==> src/rtl/mem_port_arbiter.sv <==
// Round-robin arbiter sharing one fixed-latency memory port between the
// instruction-side (r0) and data-side (r1) requesters.
module mem_port_arbiter #(
    parameter int ADDR_W  = 10,
    parameter int DATA_W  = 32,
    parameter int LATENCY = 4
) (
    input  logic              clk,
    input  logic              reset,
    input  logic              r0_req,
    input  logic              r0_we,
    input  logic [ADDR_W-1:0] r0_addr,
    input  logic [DATA_W-1:0] r0_wdata,
    output logic              r0_ready,
    input  logic              r1_req,
    input  logic              r1_we,
    input  logic [ADDR_W-1:0] r1_addr,
    input  logic [DATA_W-1:0] r1_wdata,
    output logic              r1_ready,
    output logic [DATA_W-1:0] rdata,
    output logic              mem_en,
    output logic              mem_we,
    output logic [ADDR_W-1:0] mem_addr,
    output logic [DATA_W-1:0] mem_wdata,
    input  logic [DATA_W-1:0] mem_rdata,
    output logic              busy
);

    typedef enum logic [1:0] {
        IDLE   = 2'd0,
        ACCESS = 2'd1,
        RESP   = 2'd2
    } state_t;

    localparam logic [3:0] CNT_INIT = 4'(LATENCY - 1);

    state_t              state_q, state_d;
    logic [3:0]          cnt_q, cnt_d;
    logic                last_grant_q, last_grant_d;
    logic                gnt_q, gnt_d;
    logic                we_q, we_d;
    logic [ADDR_W-1:0]   addr_q, addr_d;
    logic [DATA_W-1:0]   wdata_q, wdata_d;
    logic [DATA_W-1:0]   rdata_q, rdata_d;
    logic                grant_sel;

    always_ff @(posedge clk) begin
        if (reset) begin
            state_q      <= IDLE;
            cnt_q        <= 4'd0;
            last_grant_q <= 1'b1;
            gnt_q        <= 1'b0;
            we_q         <= 1'b0;
            addr_q       <= '0;
            wdata_q      <= '0;
            rdata_q      <= '0;
        end else begin
            state_q      <= state_d;
            cnt_q        <= cnt_d;
            last_grant_q <= last_grant_d;
            gnt_q        <= gnt_d;
            we_q         <= we_d;
            addr_q       <= addr_d;
            wdata_q      <= wdata_d;
            rdata_q      <= rdata_d;
        end
    end

    always_comb begin
        state_d      = state_q;
        cnt_d        = cnt_q;
        last_grant_d = last_grant_q;
        gnt_d        = gnt_q;
        we_d         = we_q;
        addr_d       = addr_q;
        wdata_d      = wdata_q;
        rdata_d      = rdata_q;
        grant_sel    = 1'b0;

        case (state_q)
            IDLE: begin
                if (r0_req || r1_req) begin
                    // On a tie the side that did not win last time goes first.
                    grant_sel = (r0_req && r1_req) ? ~last_grant_q : r1_req;
                    gnt_d     = grant_sel;
                    we_d      = grant_sel ? r1_we    : r0_we;
                    addr_d    = grant_sel ? r1_addr  : r0_addr;
                    wdata_d   = grant_sel ? r1_wdata : r0_wdata;
                    cnt_d     = CNT_INIT;
                    state_d   = ACCESS;
                end
            end
            ACCESS: begin
                if (cnt_q != 4'd0) begin
                    cnt_d = cnt_q - 4'd1;
                end else begin
                    if (!we_q) begin
                        rdata_d = mem_rdata;
                    end
                    state_d = RESP;
                end
            end
            RESP: begin
                last_grant_d = gnt_q;
                state_d      = IDLE;
            end
            default: begin
                state_d = IDLE;
            end
        endcase
    end

    // Memory-side outputs are forced to zero whenever no access is in flight.
    assign mem_en    = (state_q == ACCESS);
    assign mem_we    = mem_en & we_q;
    assign mem_addr  = mem_en ? addr_q  : '0;
    assign mem_wdata = mem_en ? wdata_q : '0;
    assign r0_ready  = (state_q == RESP) && !gnt_q;
    assign r1_ready  = (state_q == RESP) &&  gnt_q;
    assign rdata     = rdata_q;
    assign busy      = (state_q != IDLE);

endmodule
==> config.mk <==
export PLATFORM = sky130hd
export DESIGN_NAME = mem_port_arbiter
export DESIGN_NICKNAME = d
export VERILOG_FILES = /design/src/rtl/mem_port_arbiter.sv
export SDC_FILE = /design/constraint.sdc
export NUM_CORES = 1
export LEC_CHECK = 0
export CAP_MARGIN = 40
export CORE_MARGIN = 8
export CORE_UTILIZATION = 35
export CTS_BUF_LIST = sky130_fd_sc_hd__clkbuf_16
export DETAILED_ROUTE_END_ITERATION = 7
export PLACE_DENSITY_LB_ADDON = 0.08
export SKIP_LAST_GASP = 1
export SYNTH_ARGS = -nofsm -noshare
export SYNTH_HDL_FRONTEND = slang
export SYNTH_SLANG_ARGS = --single-unit
==> constraint.sdc <==
create_clock -name clk -period 5 [get_ports clk]
set_input_delay 1 -clock clk [delete_from_list [all_inputs] [get_ports clk]]
set_output_delay 1 -clock clk [all_outputs]
set_load 0.01 [all_outputs]
Yosys cells after proc, flatten, opt, wreduce, memory -nomap -nowiden:

Index checks and enable logic that the tools add are counted.

* output and inout bits: 79
* flip-flop bits (word level): 83
* input port bits: 122
* word-level logic and storage cells: 43

* reductions and logical operators: 13
* muxes and demuxes: 12
* $add $sub $neg: 1
* equal/unequal tests: 5
* bitwise logic cells: 4

Operator list (number)
* two-way mux 32 bit: 2
* two-way mux 10 bit: 2
* two-way mux 4 bit: 2
* case mux 4 bit (2 select lines): 1
* AND reduction 3 bit: 2
* two-way mux 2 bit: 2
* != test 2 bit, second input constant: 2
* case mux 2 bit (2 select lines): 1
* AND reduction 2 bit: 2
* nonzero test 2 bit: 2
* nonzero test 4 bit: 1
* subtractor 4 x 1 -> 4 bit, second input constant: 1
* logical AND 1 bit: 3
* NOT 1 bit: 3
* equality test 2 x 1 -> 1 bit, second input constant: 1
* equality test 2 bit, second input constant: 1
* zero test 2 bit: 1
* two-way mux 1 bit: 2
* != test 2 x 1 -> 1 bit, second input constant: 1
* AND 1 bit: 1
* zero test 1 bit: 1
* logical OR 1 bit: 1

Depth between registers and ports, before layout:

* word-level depth: 3
* depth in mapped cells: 7
* mapped depth without buffers: 5

Least setup slack after synthesis:

Ideal clock, no wire load.

* path type: reg-to-output
* start point: register state_q[1]
* end point: output mem_addr[0]
* arrival: 1.173 ns
* data required time: 4.000 ns
* stages on the path, launching flop included: 6
* setup slack: 2.826 ns
* buffers on the path: 2
* path through: dfxtp_1 -> nand2b_1 -> inv_1 -> buf_2 -> clkbuf_1 -> and2_1

* word-level cells in the longest chain between the ends: 2

RTL lines
* start, declared: RTL line 37 `state_t state_q, state_d;`
* start signal, assigned: RTL line 58 `state_q <= state_d;`
* equality test 2 x 1 -> 1 bit: RTL line 114 `assign mem_en = (state_q == ACCESS);`
* two-way mux 10 bit: RTL line 116 `assign mem_addr = mem_en ? addr_q : '0;`
* end, declared: RTL line 23 `output logic [ADDR_W-1:0] mem_addr,`

Every way passes these cells.

Worst setup path in the final report:

* start point: register state_q[1]
* end point: output mem_wdata[12]

* word-level cells in the longest chain between the ends: 2

RTL lines
* equality test 2 x 1 -> 1 bit: RTL line 114
* two-way mux 32 bit: RTL line 117 `assign mem_wdata = mem_en ? wdata_q : '0;`
* end, declared: RTL line 24 `output logic [DATA_W-1:0] mem_wdata,`

Every way passes these cells.

==> flow_summary.json <==
{
  "cts_buffers": 9,
  "cellPowerDensity_mw_per_mm2": 312,
  "syn-num-nets": 510,
  "place.gp.congestion": 0.737,
  "fillers": 973,
  "dp.cells": 699,
  "multiInputGateArea_mm2": 0.00196,
  "worstMarginPinSlew_ps": 861,
  "vias_per_cell": 4.90,
  "rows": 38,
  "area_growth_pct": 65.9,
  "cts_setup_buffers": 0,
  "detail-route-antenna-nets": 0,
  "rrSetupSlack_ps": 3080,
  "fin_crit_sh_pct": 64.7,
  "setup_viol": 0,
  "ys_types": 34,
  "vdd_drop_max_mv": 0.167,
  "worstPathCellList": "nand2b_1 -> inv_1 -> buf_16 -> and2_1 -> clkdlybuf4s50_1",
  "maxCapViolCount": 0,
  "routed_wl_mm": 12.1,
  "p_sw_w": 0.000531,
  "crit_slowest_cell": "clkdlybuf4s50_1",
  "drive_gt1_share_pct": 9.04,
  "power.share.clock_pct": 34.7,
  "drcViolationCount": 0,
  "slowest_delay_ps": 570,
  "fin_crit_ps": 3230,
  "drtIter0Drc": 123,
  "regArea_mm2": 0.00166,
  "core_region_area_mm2": 0.0107,
  "hold_path_class": "flop to flop",
  "first_pass_iters": 4,
  "antenna_found_initial": 0,
  "synth_edf_count": 0,
  "portBuffers": 200,
  "final_util_pct": 58.8,
  "power_frac_seq_pct": 38.8,
  "max_freq_mhz": 309,
  "syn_area_mm2": 0.00379,
  "overflow": 0,
  "clkSinkCount": 83,
  "cp.arrival_ps": 2230,
  "whs_endpoint": "addr_q[7]$_SDFFE_PP0P_",
  "holdCritStartpoint": "addr_q[7]$_SDFFE_PP0P_",
  "finalPower_w": 0.00197,
  "yosysTopAreaCell": "dfxtp_1",
  "yosys_warnings": 0,
  "yosysMostFrequentCell": "dfxtp_1",
  "dpl.hpwl_mm": 9.29,
  "worstReg2RegEnd": "addr_q[1]$_SDFFE_PP0P_",
  "critPathLaunchType": "flop",
  "crit_type": "flop to output pin",
  "holdBufCountCts": 0,
  "grt_max_degree": 37,
  "timing.rr.start": "state_q[1]$_SDFFE_PP0P_",
  "track_usage_pct": 16.3,
  "boundaryPins": 201,
  "start_util_pct": 35.5,
  "clkTransAtPathRegs_ps": 60,
  "tritoncts": "built",
  "clock_latency_ps": 320,
  "synth_top_area_share_pct": 43.8,
  "diodes": 0,
  "drv_slew": 0,
  "wl_per_cell_um": 17.0,
  "finalNetCount": 694,
  "postSynth.asyncResetShare_pct": 0,
  "rsz0062_at_grt": "no",
  "first_global_vias": 3618,
  "clock_path_buffers": 2,
  "instances_no_fill": 715,
  "ys_ff_latch": 83,
  "synthTopCellsByCount": "83 x dfxtp_1, 43 x and2_1, 43 x mux2i_1",
  "grt_pass1_wl_mm": 19.1,
  "internal-power_w": 0.00144,
  "p_leak_nw": 2.26,
  "die_x_um": 120,
  "relSlewSlack_pct": 42.4,
  "setup_tns_ps": 0,
  "synth_flop_cell": "dfxtp_1",
  "yosys-top-cells-area": "dfxtp_1 44%, mux2i_1 11%, o2bb2ai_2 7.9%, and2_1 7.1%, o2bb2ai_1 5.3%",
  "htreeDepth": 3,
  "dpl_cell_area_mm2": 0.00599,
  "vias": 3505,
  "worst_setup_path_end_kind": "output pin",
  "cts-resized-gates": 0,
  "die_h_um": 120,
  "status": "finished, final reports clean",
  "avgSynthCellArea_um2": 9.83,
  "p_comb_share_pct": 26.5,
  "cts_root_buf": "clkbuf_16",
  "holdPathStages": 1,
  "final_area_mm2": 0.00629,
  "critPathMaxFanout": 36,
  "syn-instance-count": 386,
  "r2r_cells": 5,
  "fp.dieArea_mm2": 0.0144,
  "p_sw_share_pct": 27.0,
  "critical_path_required_ps": 4000,
  "worst-path-buf-inv": 3,
  "skew_ps": 6.34,
  "critPathTopFamily": "buffers and inverters",
  "yosysSeqAreaShare_pct": 43.8,
  "hold_violations": 0
}
[cell families after synthesis]
kind of cell | share of synthesized area (%)
AO/OA/AOI/OAI | 24.2
adder cells (fa/ha/maj) | 0.660
buffers and inverters | 5.44
flip-flops | 43.8
multiplexers | 11.3
AND/OR/NAND/NOR | 14.6
[sequential cells by signal (all words and copies together) (netlist names)]
signal and cells:
state_q 2, wdata_q 32, last_grant_q 1, cnt_q 4
gnt_q 1, rdata 32, addr_q 10, we_q 1
[cells in the final DEF (no fill, tap or decap), types with 2 or more instances in the layout]
cell,count
clkdlybuf4s50_1,200
dfxtp_1,83
and2_1,43
mux2i_1,43
o21ai_0,35
a21oi_1,35
nand3_1,32
o2bb2ai_1,23
o2bb2ai_2,20
clkbuf_16,9
inv_1,6
buf_4,5
nor2_1,4
buf_16,4
nand2b_1,2
nor3_1,2
or4_1,2
ha_1,2
bufinv_16,2
clkinv_1,2
[metrics by stage]
step                      hold WS [ps]  setup slack [ps]
after floorplan                    424              2830
after global placement             436              1570
after detailed placement           439              1640
after CTS                          458              1710
after global routing               469              1600
final                              451              1770
[worst reg2reg max path: cells and delay by family (launching register included)]
family	cells	cell delay, ps
compound gates	1	180
buf+inv	2	350
flops	1	360
simple gates	2	950
[final cells by class]
cell class / count / area share, %
timing repair buffer: 210 / 34.5
multi-input combinational: 260 / 31.1
sequential: 83 / 26.4
clock buffer: 9 / 3.58
tap: 140 / 2.78
clock inverter: 7 / 1.33
inverter: 6 / 0.358
[worst max path at each step]
stage                                  from                     end  cells after the start
floorplan           state_q[1]$_SDFFE_PP0P_             mem_addr[0]                      5
global route        state_q[1]$_SDFFE_PP0P_           mem_wdata[28]                      5
finish              state_q[1]$_SDFFE_PP0P_           mem_wdata[12]                      5
CTS                 state_q[1]$_SDFFE_PP0P_             mem_addr[0]                      5
global placement                     r1_req  addr_q[4]$_SDFFE_PP0P_                      5
detailed placement                    reset  addr_q[1]$_SDFFE_PP0P_                      4
[power groups by stage]
stage / registers, W / logic (W) / clock network (W)
floorplan: 0.000780 / 0.000252 / 0
global placement: 0.000777 / 0.000486 / 0
detailed placement: 0.000779 / 0.000528 / 0
CTS: 0.000764 / 0.000530 / 0.000704
global route: 0.000773 / 0.000566 / 0.000734
finish: 0.000764 / 0.000521 / 0.000682
[layer usage]
metal	track usage, %	vias up	part of all wire, %
met2	28.1	132	48
li1	-	1771	-
met1	18.6	1596	43
met5	0	-	0
met4	4.22	0	0.69
met3	6.06	6	8.4
Note: power is estimated with default switching activity, not from simulation.
